--- src/rtl/ble_rx_pkg.sv ---
// ble_rx_pkg
//   Shared definitions for the BLE RX packet sequencer:
//   - FSM state encoding (SEARCH/HEADER/PAYLOAD/TRAILER)
//   - advertising access address, CRC24 polynomial, header/CRC byte counts
//   - popcount helper used by the access-address correlator
package ble_rx_pkg;

   typedef enum logic [1:0] {
      ST_SEARCH  = 2'd0,
      ST_HEADER  = 2'd1,
      ST_PAYLOAD = 2'd2,
      ST_TRAILER = 2'd3
   } ble_state_e;

   localparam logic [31:0] BLE_ADV_AA     = 32'h8E89BED6;
   // x^24 term implicit; remaining taps x^10+x^9+x^6+x^4+x^3+x+1
   localparam logic [23:0] BLE_CRC24_POLY = 24'h00065B;
   localparam int unsigned BLE_HDR_BYTES  = 2;
   localparam int unsigned BLE_CRC_BYTES  = 3;

   function automatic logic [5:0] popcount32(input logic [31:0] v);
      logic [5:0] c;
      c = 6'd0;
      for (int i = 0; i < 32; i++) begin
         c = c + {5'd0, v[i]};
      end
      return c;
   endfunction

endpackage

--- src/rtl/ble_crc24.sv ---
// ble_crc24
//   Bit-serial BLE CRC24 LFSR, MSB (bit 23) is the next bit to transmit.
//   Ports:
//     clk_i       system clock
//     rst_i       synchronous active-high reset (register -> 0)
//     init_i      load INIT preset (wins over bit_valid_i)
//     bit_valid_i advance the LFSR by one bit
//     bit_in_i    data bit
//     crc_o[23:0] current LFSR contents
module ble_crc24
   import ble_rx_pkg::*;
#(
   parameter logic [23:0] INIT = 24'h555555
) (
   input  logic        clk_i,
   input  logic        rst_i,
   input  logic        init_i,
   input  logic        bit_valid_i,
   input  logic        bit_in_i,
   output logic [23:0] crc_o
);

   logic [23:0] crc_q, crc_d;
   logic        fb_s;

   // LFSR next state: preset, shift with feedback, or hold
   always_comb begin
      fb_s  = crc_q[23] ^ bit_in_i;
      crc_d = crc_q;
      if (init_i) begin
         crc_d = INIT;
      end else if (bit_valid_i) begin
         crc_d = {crc_q[22:0], 1'b0} ^ (fb_s ? BLE_CRC24_POLY : 24'd0);
      end else begin
         crc_d = crc_q;
      end
   end

   // LFSR register
   always_ff @(posedge clk_i) begin
      if (rst_i) begin
         crc_q <= 24'd0;
      end else begin
         crc_q <= crc_d;
      end
   end

   assign crc_o = crc_q;

endmodule

--- src/rtl/ble_rx_pkt_ctrl.sv ---
// ble_rx_pkt_ctrl
//   BLE RX packet sequencer: correlates the access address, then frames
//   header, payload and CRC bits into bytes and flags completion/errors.
//   Optional feature macro: CRC_CHECK_EN (CRC24 check of received trailer).
//   Ports:
//     clk_i, rst_i        clock, synchronous active-high reset
//     en_i                enable; low returns to SEARCH
//     bit_in_i            demodulated bit (LSB-first per byte)
//     bit_valid_i         bit strobe
//     byte_out_o[7:0]     assembled byte, byte_valid_o 1-cycle strobe
//     sync_det_o          pulse on access-address match
//     pkt_busy_o          high while framing a packet
//     pkt_done_o          pulse with the last CRC byte
//     pkt_err_o           pulse on length violation (or CRC fail)
//     state_dbg_o[1:0]    FSM state
module ble_rx_pkt_ctrl
   import ble_rx_pkg::*;
#(
   parameter logic [31:0] ACCESS_ADDR = BLE_ADV_AA,
   parameter int unsigned AA_MAX_ERR  = 1,
   parameter int unsigned MAX_LEN     = 37,
   parameter logic [23:0] CRC_INIT    = 24'h555555
) (
   input  logic       clk_i,
   input  logic       rst_i,
   input  logic       en_i,
   input  logic       bit_in_i,
   input  logic       bit_valid_i,
   output logic [7:0] byte_out_o,
   output logic       byte_valid_o,
   output logic       sync_det_o,
   output logic       pkt_busy_o,
   output logic       pkt_done_o,
   output logic       pkt_err_o,
   output logic [1:0] state_dbg_o
);

   localparam logic [1:0] S_SEARCH  = ST_SEARCH;
   localparam logic [1:0] S_HEADER  = ST_HEADER;
   localparam logic [1:0] S_PAYLOAD = ST_PAYLOAD;
   localparam logic [1:0] S_TRAILER = ST_TRAILER;

   localparam logic [5:0] AA_MAX_ERR_W = 6'(AA_MAX_ERR);
   localparam logic [7:0] MAX_LEN_B    = 8'(MAX_LEN);
   localparam logic [5:0] HDR_LAST     = 6'(BLE_HDR_BYTES - 1);
   localparam logic [5:0] CRC_LAST     = 6'(BLE_CRC_BYTES - 1);

   logic [1:0]  state_q, state_d;
   logic [31:0] sr_q, sr_d, sr_shift_s;
   logic [7:0]  byte_sr_q, byte_sr_d, byte_shift_s;
   logic [2:0]  bit_cnt_q, bit_cnt_d;
   logic [5:0]  byte_cnt_q, byte_cnt_d;
   logic [7:0]  byte_out_q, byte_out_d;
   logic        byte_valid_q, byte_valid_d;
   logic        sync_det_q, sync_det_d;
   logic        pkt_done_q, pkt_done_d;
   logic        pkt_err_q, pkt_err_d;
   logic [5:0]  aa_dist_s;
   logic        aa_match_s;
   logic        crc_fail_s;

   // Correlation uses the post-shift register so a match fires on the last AA bit
   assign sr_shift_s   = {bit_in_i, sr_q[31:1]};
   assign byte_shift_s = {bit_in_i, byte_sr_q[7:1]};
   assign aa_dist_s    = popcount32(sr_shift_s ^ ACCESS_ADDR);
   assign aa_match_s   = (aa_dist_s <= AA_MAX_ERR_W);

`ifdef CRC_CHECK_EN
   logic [23:0] crc_s;
   logic        crc_bad_q, crc_bad_d;
   logic        crc_init_s, crc_feed_s;

   assign crc_init_s = en_i & bit_valid_i & (state_q == S_SEARCH) & aa_match_s;
   // Trailer bits are fed too: with matching bits the LFSR bit 23 always
   // presents the next expected CRC bit.
   assign crc_feed_s = en_i & bit_valid_i & (state_q != S_SEARCH);
   assign crc_fail_s = crc_bad_q | (bit_in_i ^ crc_s[23]);

   ble_crc24 #(.INIT(CRC_INIT)) u_crc (
      .clk_i       (clk_i),
      .rst_i       (rst_i),
      .init_i      (crc_init_s),
      .bit_valid_i (crc_feed_s),
      .bit_in_i    (bit_in_i),
      .crc_o       (crc_s)
   );

   // Sticky trailer-mismatch flag, cleared at each new sync
   always_comb begin
      crc_bad_d = crc_bad_q;
      if (crc_init_s) begin
         crc_bad_d = 1'b0;
      end else if (crc_feed_s && (state_q == S_TRAILER)) begin
         crc_bad_d = crc_fail_s;
      end else begin
         crc_bad_d = crc_bad_q;
      end
   end

   // Mismatch flag register
   always_ff @(posedge clk_i) begin
      if (rst_i) begin
         crc_bad_q <= 1'b0;
      end else begin
         crc_bad_q <= crc_bad_d;
      end
   end
`else
   logic unused_crc_init_s;
   assign unused_crc_init_s = ^CRC_INIT;
   assign crc_fail_s        = 1'b0;
`endif

   // FSM, correlator, byte assembly and pulse generation
   always_comb begin
      state_d      = state_q;
      sr_d         = sr_q;
      byte_sr_d    = byte_sr_q;
      bit_cnt_d    = bit_cnt_q;
      byte_cnt_d   = byte_cnt_q;
      byte_out_d   = byte_out_q;
      byte_valid_d = 1'b0;
      sync_det_d   = 1'b0;
      pkt_done_d   = 1'b0;
      pkt_err_d    = 1'b0;
      if (!en_i) begin
         state_d    = S_SEARCH;
         sr_d       = 32'd0;
         byte_sr_d  = 8'd0;
         bit_cnt_d  = 3'd0;
         byte_cnt_d = 6'd0;
      end else if (bit_valid_i) begin
         case (state_q)
            S_SEARCH: begin
               sr_d = sr_shift_s;
               if (aa_match_s) begin
                  state_d    = S_HEADER;
                  sync_det_d = 1'b1;
                  bit_cnt_d  = 3'd0;
                  byte_cnt_d = 6'd0;
               end else begin
                  state_d = S_SEARCH;
               end
            end
            default: begin
               byte_sr_d = byte_shift_s;
               bit_cnt_d = bit_cnt_q + 3'd1;
               if (bit_cnt_q == 3'd7) begin
                  byte_out_d   = byte_shift_s;
                  byte_valid_d = 1'b1;
                  case (state_q)
                     S_HEADER: begin
                        if (byte_cnt_q != HDR_LAST) begin
                           byte_cnt_d = byte_cnt_q + 6'd1;
                        end else if (byte_shift_s > MAX_LEN_B) begin
                           pkt_err_d  = 1'b1;
                           state_d    = S_SEARCH;
                           sr_d       = 32'd0;
                           byte_cnt_d = 6'd0;
                        end else if (byte_shift_s == 8'd0) begin
                           state_d    = S_TRAILER;
                           byte_cnt_d = 6'd0;
                        end else begin
                           state_d    = S_PAYLOAD;
                           byte_cnt_d = byte_shift_s[5:0];
                        end
                     end
                     S_PAYLOAD: begin
                        if (byte_cnt_q == 6'd1) begin
                           state_d    = S_TRAILER;
                           byte_cnt_d = 6'd0;
                        end else begin
                           byte_cnt_d = byte_cnt_q - 6'd1;
                        end
                     end
                     S_TRAILER: begin
                        if (byte_cnt_q == CRC_LAST) begin
                           pkt_done_d = 1'b1;
                           pkt_err_d  = crc_fail_s;
                           state_d    = S_SEARCH;
                           sr_d       = 32'd0;  // packet tail must not re-trigger
                           byte_cnt_d = 6'd0;
                        end else begin
                           byte_cnt_d = byte_cnt_q + 6'd1;
                        end
                     end
                     default: begin
                        state_d = S_SEARCH;
                     end
                  endcase
               end else begin
                  byte_valid_d = 1'b0;
               end
            end
         endcase
      end else begin
         state_d = state_q;
      end
   end

   // State and output registers
   always_ff @(posedge clk_i) begin
      if (rst_i) begin
         state_q      <= S_SEARCH;
         sr_q         <= 32'd0;
         byte_sr_q    <= 8'd0;
         bit_cnt_q    <= 3'd0;
         byte_cnt_q   <= 6'd0;
         byte_out_q   <= 8'd0;
         byte_valid_q <= 1'b0;
         sync_det_q   <= 1'b0;
         pkt_done_q   <= 1'b0;
         pkt_err_q    <= 1'b0;
      end else begin
         state_q      <= state_d;
         sr_q         <= sr_d;
         byte_sr_q    <= byte_sr_d;
         bit_cnt_q    <= bit_cnt_d;
         byte_cnt_q   <= byte_cnt_d;
         byte_out_q   <= byte_out_d;
         byte_valid_q <= byte_valid_d;
         sync_det_q   <= sync_det_d;
         pkt_done_q   <= pkt_done_d;
         pkt_err_q    <= pkt_err_d;
      end
   end

   assign byte_out_o   = byte_out_q;
   assign byte_valid_o = byte_valid_q;
   assign sync_det_o   = sync_det_q;
   assign pkt_busy_o   = (state_q != S_SEARCH);
   assign pkt_done_o   = pkt_done_q;
   assign pkt_err_o    = pkt_err_q;
   assign state_dbg_o  = state_q;

endmodule
--- config.mk ---
export PLATFORM = sky130hd
export DESIGN_NAME = ble_rx_pkt_ctrl
export DESIGN_NICKNAME = d
export VERILOG_FILES = /design/src/rtl/ble_rx_pkg.sv /design/src/rtl/ble_crc24.sv /design/src/rtl/ble_rx_pkt_ctrl.sv
export SDC_FILE = /design/constraint.sdc
export NUM_CORES = 1
export LEC_CHECK = 0
export CAP_MARGIN = 0
export CELL_PAD_IN_SITES_DETAIL_PLACEMENT = 0
export CELL_PAD_IN_SITES_GLOBAL_PLACEMENT = 1
export CORE_ASPECT_RATIO = 0.75
export CORE_MARGIN = 2
export CORE_UTILIZATION = 25
export CTS_BUF_LIST = sky130_fd_sc_hd__clkbuf_16
export CTS_CLUSTER_DIAMETER = 40
export CTS_CLUSTER_SIZE = 30
export DETAILED_ROUTE_END_ITERATION = 10
export PLACE_DENSITY = 0.48
export SYNTH_ARGS = -nofsm -noshare
export SYNTH_HDL_FRONTEND = slang
export SYNTH_SLANG_ARGS = --single-unit
--- constraint.sdc ---
create_clock -name clk_i -period 9.3 [get_ports clk_i]
set_input_delay 1.86 -clock clk_i [delete_from_list [all_inputs] [get_ports clk_i]]
set_output_delay 1.86 -clock clk_i [all_outputs]
set_load 0.02 [all_outputs]
Word-level counts from Yosys, hierarchy flattened
Cells that the tools add are included.

$add $sub $neg: 34. $lt $le $gt $ge: 2. Eq/ne operators: 12. Muxes and demuxes: 30. Bitwise gates (word level): 7. Reductions and logical operators: 17.

Operators with widths (number): $mux W32 (5); $add A6 B1 Y6 (26); $pmux W32 S2 (1); $mux W6 (8); $not A18 Y18 (1); $pmux W6 S3 (1); $mux W2 (6); $ne A3 B3 Y1 const B (4); $gt A8 B6 Y1 const B (1); $logic_not A8 Y1 (1); $reduce_and A4 Y1 (2); $reduce_or A4 Y1 (2); $reduce_or A7 Y1 (1); $add A5 B1 Y6 (1); $add A6 B1 Y6 const B (1); $eq A6 B1 Y1 const B (1); $eq A6 B2 Y1 const B (1); $le A6 B1 Y1 const B (1); $mux W1 (6); $mux W3 (2); $ne A6 B1 Y1 const B (1); $not A1 Y1 (6); $pmux W2 S3 (1); $reduce_and A6 Y1 (1); other kinds (18) (21).

Register bits: 63. Output and inout port bits: 15. Word-level logic and storage cells: 112.

Logic depth before layout (Yosys ltp)
Gate-level depths: netlist (run 1).

Word-level depth: 35. Mapped depth: 19. Depth with buffers taken out: 19.

Least setup slack after synthesis (run 1)
Ideal clock, no wire load.

Kind: input-to-reg. From: input port bit_in_i. To: register byte_cnt_q[0]. Setup time: 0.117 ns. Data arrival time: 5.723 ns. Path slack: 3.460 ns. Stages on the path: 15. Path buffers: 0. Cell sequence: inv_1 > fa_1 > inv_1 > fa_1 > fa_1 > fa_1 > inv_1 > ha_1 > inv_1 > fa_1 > nand2b_1 > or4_1 > or3_1 > and3_1 > a22o_1.

Cells in the longest elaborated chain, start to end: 7. Elaborated cells on any way between the ends: 13.

Ends and longest elaborated chain: start, declared (RTL line ble_rx_pkt_ctrl.sv:27) `input logic bit_in_i,`; branches (longest 7 deep; another with $add A6 B1 Y6); end signal, assigned (RTL line ble_rx_pkt_ctrl.sv:219) `byte_cnt_q <= byte_cnt_d;`; end, declared (RTL line ble_rx_pkt_ctrl.sv:52) `logic [5:0] byte_cnt_q, byte_cnt_d;`.

Parallel ways; which one is timed is not known. The select of a mux whose other input is x is not followed. A chain may end at the register's enable or synchronous reset.

Worst setup path after layout (run 1)
Same ends and word-level chain as after synthesis.

==> impl_results.md, run 1 <==
- Detailed-route wire length per cell: 14.9 µm
- Setup slack, reg-to-reg: roughly 3600 ps
- Tmin final: roughly 6500 ps
- Sink Count: ~60
- Count leader, synth: nand2_1
- LEAKAGE: 1.48 nW
- WP buf/inv: 5
- Slew HR: 31.0%
- Placed wire-length estimate: 6820 µm
- Adder-cell share of the synthesized area: 19.0%
- Max stage delay on crit path: 670 ps
- YS warnings: 0
- GRT Total Usage: 13.2%
- Part of the cycle the worst path needs: 69.7%
- Commonest cells post-synth: nand2_1 (79), dfxtp_1 (61), a21oi_1 (57)
- First-pass detailed-route iteration total: 4
- Syn_area_per_cell: 8.32 µm²
- Largest family of logic cells by synthesized area: compound AO/OA/AOI/OAI gates
- Post-synthesis cell type with the largest combined area: dfxtp_1
- Placed Area: 4010 µm²
- Syn Nets: between 400 and 500
- Setup Fix Bufs, Post-CTS: 0
- FF/Latch Area: 1220 µm²
- Pin slew with the least headroom to its limit: 1030 ps
- Ant diodes: 0
- Worst Setup End Kind: flip-flop
- Mux contribution to synthesized area: 0.824%
- Detailed Route Iter0 Violations: 228
- Post-synthesis xor/xnor area fraction: 0.962%
- Io pins: 20
- Critical path data arrival time: 6700 ps
- Antenna violations before repair: 0
- DRC viols: 0
- Layout Nets: between 400 and 500
- Status: completed
- Pin count of the biggest net entering global routing: 45
- Worst Path Max Fanout: 6
- Hold buffers post-CTS: 0
- Final Hold Fails: 0
- Sequential fraction of the synthesis area: between 30 and 40%
- Min-Delay Path Class: flip-flop to flip-flop
- Power, Total: 0.000638 W
- Gr ovfl total: 0
- Sum of negative setup slack: 0 ps
- Cell count after synthesis: 438
- Synth Register Bits: between 60 and 70
- Peak supply drop: 0.0632 mV
- Yosys cell types: 56
- RR Startpoint: sr_q[3]$_SDFFE_PP0P_
- Area taken by multi-input logic gates: 2140 µm²
- Fmax: 154 MHz
- Yosys top cell area share: ~34%
- Final Cell Area: ~4300 µm²
- RSZ-0062 raised after global routing: false
- Synth Cell Area: 3640 µm²
- Fill cells: 1558
- Routability cong.: about 0.8
- Ys async rst share: 0%
- Buffer levels on the longest clock path: 2
- Root Buffer: clkbuf_16
- CTS buffer count: 9
- Setup crit start kind: input port
- CP most frequent cell: fa_1
- Clock transition at the registers of the reported paths: roughly 50 ps
- CTS tree: done
- Worst Setup Path Type: input port to flip-flop
- WHS Path Cells: 2
- Vias per inst: approximately 4.6
- Max-Cap Viols: 0
- Slowest cell on the critical path: clkdlybuf4s50_1
- Clock Latency Late Sink: roughly 330 ps
- Pins Over Slew Limit: 0
- Htree depth: 3
- Final-report setup violation count: 0
- Clock skew: 8.09 ps
- Vias in the first global route: 2885
- Layout area overhead: 18.4%
- CP required: between 9000 and 10000 ps
- Crit-path cells: clkdlybuf4s50_1, inv_1, fa_1, inv_1, fa_1, fa_1, fa_1, inv_1, ha_1, inv_1, fa_1, nand2b_1, or4_1, or3_1, and3_1, a22o_1
- CP top delay family: adder cells
- DIE HEIGHT: 109 µm
- Post-CTS sizing: 0
- Synth Area in Compound Gates: 20.6%
- Final WL: 9670 µm
- Antenna-violating nets left: 0
- Synth top area cells: dfxtp_1 (34%), fa_1 (13%), nand2_1 (8.1%)
- Site Rows: 38
- PortBufs: 19
- Post-synth top flop: dfxtp_1
- Synth Area in Simple Gates: about 17%
- Hold path start: byte_out_o[5]$_SDFFE_PP0P_
- Full die area: between 15000 and 20000 µm²
- Pwr per Cell Area: between 100 and 150 nW/µm²
- Worst-case hold path end point: byte_out_o[5]$_SDFFE_PP0P_
- Initial Utilization: 25.4%
- EDFF count, synth: 0
- Core area: ~14000 µm²
- Share of post-route cells with drive strength above 1: 6.22%
- Crit Reg-Reg Endpoint: byte_cnt_q[0]$_SDFFE_PP0P_
- Die X: 143 µm
- Routed vias: 3020
- R2R cell count: 19
- Crit path launch: bit_in_i
- First-pass GRT wire length: 16000 µm
==> cells in the final DEF (no fill, tap or decap), drive strengths merged, types with 4 or more instances in the layout <==
| cell type | netlist | final |
|---|---|---|
| nand3 | 8 | 8 |
| inv | 51 | 51 |
| nor4 | 5 | 5 |
| a21oi | 58 | 58 |
| or3 | 6 | 6 |
| clkbuf | 16 | 9 |
| dfxtp | 61 | 61 |
| a31oi | 4 | 4 |
| nor2 | 8 | 8 |
| fa | 24 | 24 |
| ha | 17 | 17 |
| nand2 | 79 | 79 |
| clkdlybuf4s50 | 0 | 19 |
| o21ai | 40 | 40 |
==> worst max-delay path by stage <==
stage,to,slack (ps),depth (start not counted)
after CTS,byte_cnt_q[0]$_SDFFE_PP0P_,2770,16
after floorplan,byte_cnt_q[0]$_SDFFE_PP0P_,3460,15
final,byte_cnt_q[0]$_SDFFE_PP0P_,2820,16
after detailed placement,byte_cnt_q[0]$_SDFFE_PP0P_,2450,16
after global placement,byte_cnt_q[0]$_SDFFE_PP0P_,2460,16
after global routing,byte_cnt_q[0]$_SDFFE_PP0P_,2580,16
==> tightest hold or removal path, cell delays in order (launching register included) <==
cell	delay [ps]
dfxtp_1	300
nand2_1	50
a21oi_1	50
==> per-layer routing <==
metal | part of all wire (%) | wire length (µm) | vias up | track usage [%]
li1 | - | - | 1496 | -
met1 | 56 | 5390 | 1446 | 20.9
met2 | 39 | 3730 | 71 | 17.2
met3 | 4.7 | 450 | 7 | 3.01
met4 | 0.94 | 91 | 0 | 4.34
met5 | 0 | 0 | - | 0
==> logic make-up (layout without fill, tap and decap cells) <==
kind of cell	Yosys count	count (layout)
adder cells (fa/ha/maj)	41	41
AND/OR/NAND/NOR	126	126
XOR/XNOR	4	4
multiplexers	3	3
AO/OA/AOI/OAI	128	128
buffers and inverters	75	87
flip-flops	61	61
==> through the flow <==
| step | hold WS, ps | cells | worst slack, ps | utilization [%] |
|---|---|---|---|---|
| floorplan | 438 | 438 | 3460 | - |
| finish | 451 | 650 | 2820 | 30.0 |
| global placement | 442 | 635 | 2460 | 27.9 |
| global route | 475 | 650 | 2580 | 30.0 |
| detailed placement | 448 | 635 | 2450 | 27.9 |
| CTS | 456 | 650 | 2770 | 30.0 |
==> where the power goes <==
part	switching, W	leakage (nW)	internal, W
Clock	0.000120	0.144	0.000230
Combinational	0.0000179	0.850	0.00000773
Sequential	0.000000264	0.491	0.000262
==> sequential cells by signal, indices dropped and copies added (netlist names) <==
name,cells
sr_q,31
byte_out_o,8
byte_sr_q,7
byte_cnt_q,6
bit_cnt_q,3
state_dbg_o,2
byte_valid_o,1
pkt_done_o,1
pkt_err_o,1
sync_det_o,1
==> final cells by class <==
| type | count | area share [%] |
|---|---|---|
| clock buffers | 9 | 5.22 |
| clock inverters | 6 | 1.83 |
| inverters | 51 | 4.44 |
| multi-input cells | 302 | 49.7 |
| flip-flops and latches | 61 | 28.3 |
| well taps | 200 | 5.80 |
| repair buffers | 21 | 4.76 |
No activity file was read; power rests on OpenSTA's default activity.
==> run 2, diff against run 1 <==
==> constraint.sdc (replaced) <==
create_clock -name clk_i -period 6.32 [get_ports clk_i]
set_input_delay 1.264 -clock clk_i [delete_from_list [all_inputs] [get_ports clk_i]]
set_output_delay 1.264 -clock clk_i [all_outputs]
set_load 0.02 [all_outputs]
==> run 2 against run 1 <==
  * Sequential share of layout area grew 0.099 points
  * Clock-buffer cell count is the same
  * Hold slack gained 4.2 ps
  * Die area is the same
  * Wire length grew 2.3%
  * Critical path depth grew 3
  * First-iteration DRC count grew 22%
  * Clock power grew 34%
  * Sequential power grew 47%
  * Global-route usage grew 0.72 points
  * Combinational power grew 50%
==> impl_results.md, run 2 (synthesis results as in run 1) <==
- CTS tree: done (unchanged)
- Root Buffer: clkbuf_16 (unchanged)
- Hold buffers post-CTS: 0 (unchanged)
- Core area: 14400 µm² (unchanged)
- Max-Cap Viols: 0 (unchanged)
- Site Rows: 38 (unchanged)
- Full die area: 15600 µm² (unchanged)
- Final WL: 9890 µm (was 9670 µm)
- LEAKAGE: 1.50 nW (was 1.48 nW)
- Antenna-violating nets left: 0 (unchanged)
- Sum of negative setup slack: 0 ps (unchanged)
- Vias per inst: 4.60 (was 4.65)
- Peak supply drop: 0.103 mV (was 0.0632 mV)
- WP buf/inv: 6 (was 5)
- Sink Count: 61 (unchanged)
- Fmax: 175 MHz
- Worst Setup End Kind: flip-flop (unchanged)
- DRC viols: 0 (unchanged)
- Setup crit start kind: flip-flop (was input port)
- Detailed Route Iter0 Violations: 278 (was 228)
- Ant diodes: 0 (unchanged)
- Crit-path cells: inv_1, fa_1, inv_1, fa_1, inv_1, fa_1, inv_1, fa_1, fa_1, fa_1, inv_1, ha_1, inv_1, fa_1, nand2b_1, or4_1, or3_1, and3_1, a22o_1 (was clkdlybuf4s50_1, inv_1, fa_1, inv_1, fa_1, fa_1, fa_1, inv_1, ha_1, inv_1, fa_1, nand2b_1, or4_1, or3_1, and3_1, a22o_1)
- CTS buffer count: 9 (unchanged)
- Routability cong.: 0.819 (was 0.804)
- PortBufs: 19 (unchanged)
- Routed vias: 3005 (was 3020)
- CP most frequent cell: fa_1 (unchanged)
- Die X: 143 µm (unchanged)
- Pin count of the biggest net entering global routing: 45 (unchanged)
- Worst Path Max Fanout: 4 (was 6)
- Final Hold Fails: 0 (unchanged)
- Htree depth: 3 (unchanged)
- Placed wire-length estimate: 7090 µm (was 6820 µm)
- Status: completed (unchanged)
- Detailed-route wire length per cell: 15.1 µm (was 14.9 µm)
- RSZ-0062 raised after global routing: false (unchanged)
- Layout Nets: 495 (was 492)
- Share of post-route cells with drive strength above 1: 6.40% (was 6.22%)
- Worst Setup Path Type: flip-flop to flip-flop (was input port to flip-flop)
- Post-CTS sizing: 0 (unchanged)
- GRT Total Usage: 14.0% (was 13.2%)
- Most frequent cells in the layout: nand2_1 (79), dfxtp_1 (61), a21oi_1 (56) (unchanged)
- Layout area overhead: 18.0% (was 18.4%)
- Io pins: 20 (unchanged)
- Min Hold Slack: 455 ps (was 451 ps)
- CP top delay family: adder cells (unchanged)
- Final-report setup violation count: 0 (unchanged)
- Vias in the first global route: 2982 (was 2885)
- Clock transition at the registers of the reported paths: 50 ps (about the same)
- First-pass detailed-route iteration total: 6 (was 4)
- Largest Register: sr_q (unchanged)
- Final core utilization: 29.9% (was 30.0%)
- Min-Delay Path Class: flip-flop to flip-flop (unchanged)
- DIE HEIGHT: 109 µm (unchanged)
- Antenna violations before repair: 0 (unchanged)
- Buffer levels on the longest clock path: 2 (unchanged)
- Pin slew with the least headroom to its limit: 977 ps (was 1030 ps)
- Gr ovfl total: 0 (unchanged)
- Fill cells: 1544 (was 1558)
- Clock Latency Late Sink: 330 ps (about the same)
- CP required: 6540 ps (was 9520 ps)
- Initial Utilization: 25.4% (unchanged)
- Max reg flops: 31 (unchanged)
- Pins Over Slew Limit: 0 (unchanged)
- Tmin final: 5720 ps
- Slew HR: 34.9% (was 31.0%)
- Setup Fix Bufs, Post-CTS: 0 (unchanged)
- Pwr per Cell Area: 208 nW/µm² (was 148 nW/µm²)
- Part of the cycle the worst path needs: 90.5%
- Max stage delay on crit path: 530 ps (was 670 ps)
- First-pass GRT wire length: 16600 µm (was 16000 µm)
- Slowest cell on the critical path: fa_1 (was clkdlybuf4s50_1)
- Critical path data arrival time: 5940 ps (was 6700 ps)
- Most common cell after layout, fill and taps aside: nand2_1 (unchanged)
- Clock skew: 5.62 ps (was 8.09 ps)
## run 2: worst paths after layout
check / to / startpoint / slack [ps] / depth (start not counted)
max: byte_cnt_q[0]$_SDFFE_PP0P_ / sr_q[3]$_SDFFE_PP0P_ / 600 / 19
min: byte_out_o[6]$_SDFFE_PP0P_ / byte_out_o[6]$_SDFFE_PP0P_ / 450 / 2
max reg2reg: byte_cnt_q[0]$_SDFFE_PP0P_ / sr_q[3]$_SDFFE_PP0P_ / 600 / 19
min reg2reg: byte_out_o[6]$_SDFFE_PP0P_ / byte_out_o[6]$_SDFFE_PP0P_ / 450 / 2
## run 2: worst reg2reg max path, delay by kind of cell (launching register included)
family | cells | cell delay [ps]
compound gates | 1 | 240
fa+ha+maj | 8 | 3500
buf+inv | 6 | 380
flops | 1 | 340
simple gates | 4 | 1150
## run 2: final cells by class
type,instances,area [µm²],area share [%]
tap,200,250,5.82
sequential,61,1220,28.4
multi-input combinational,302,2130,49.7
timing repair buffer,24,228,5.30
clock inverter,6,48.8,1.14
inverter,51,191,4.45
clock buffer,9,225,5.24
## run 2: metal layers
layer / vias up / part of all wire, % / track usage (%)
li1: 1503 / - / -
met1: 1439 / 56 / 22.3
met2: 54 / 39 / 17.9
met3: 9 / 3.6 / 2.88
met4: 0 / 1.3 / 5.04
met5: - / 0 / 0
## run 2: power breakdown
part	switching [W]	internal, W	total, W
Sequential	0.000000368	0.000385	0.000386
Combinational	0.0000263	0.0000121	0.0000384
Clock	0.000172	0.000296	0.000468
## run 2: metrics by stage
| step | instance area (µm²) | setup slack (ps) | instances | total power, W |
|---|---|---|---|---|
| final | 4300 | 599 | 653 | 0.000892 |
| after global placement | 4030 | 299 | 638 | 0.000433 |
| after global routing | 4300 | 362 | 653 | 0.000929 |
| after CTS | 4300 | 568 | 653 | 0.000907 |
| after detailed placement | 4030 | 292 | 638 | 0.000433 |
| after floorplan | 3640 | 922 | 438 | 0.000418 |
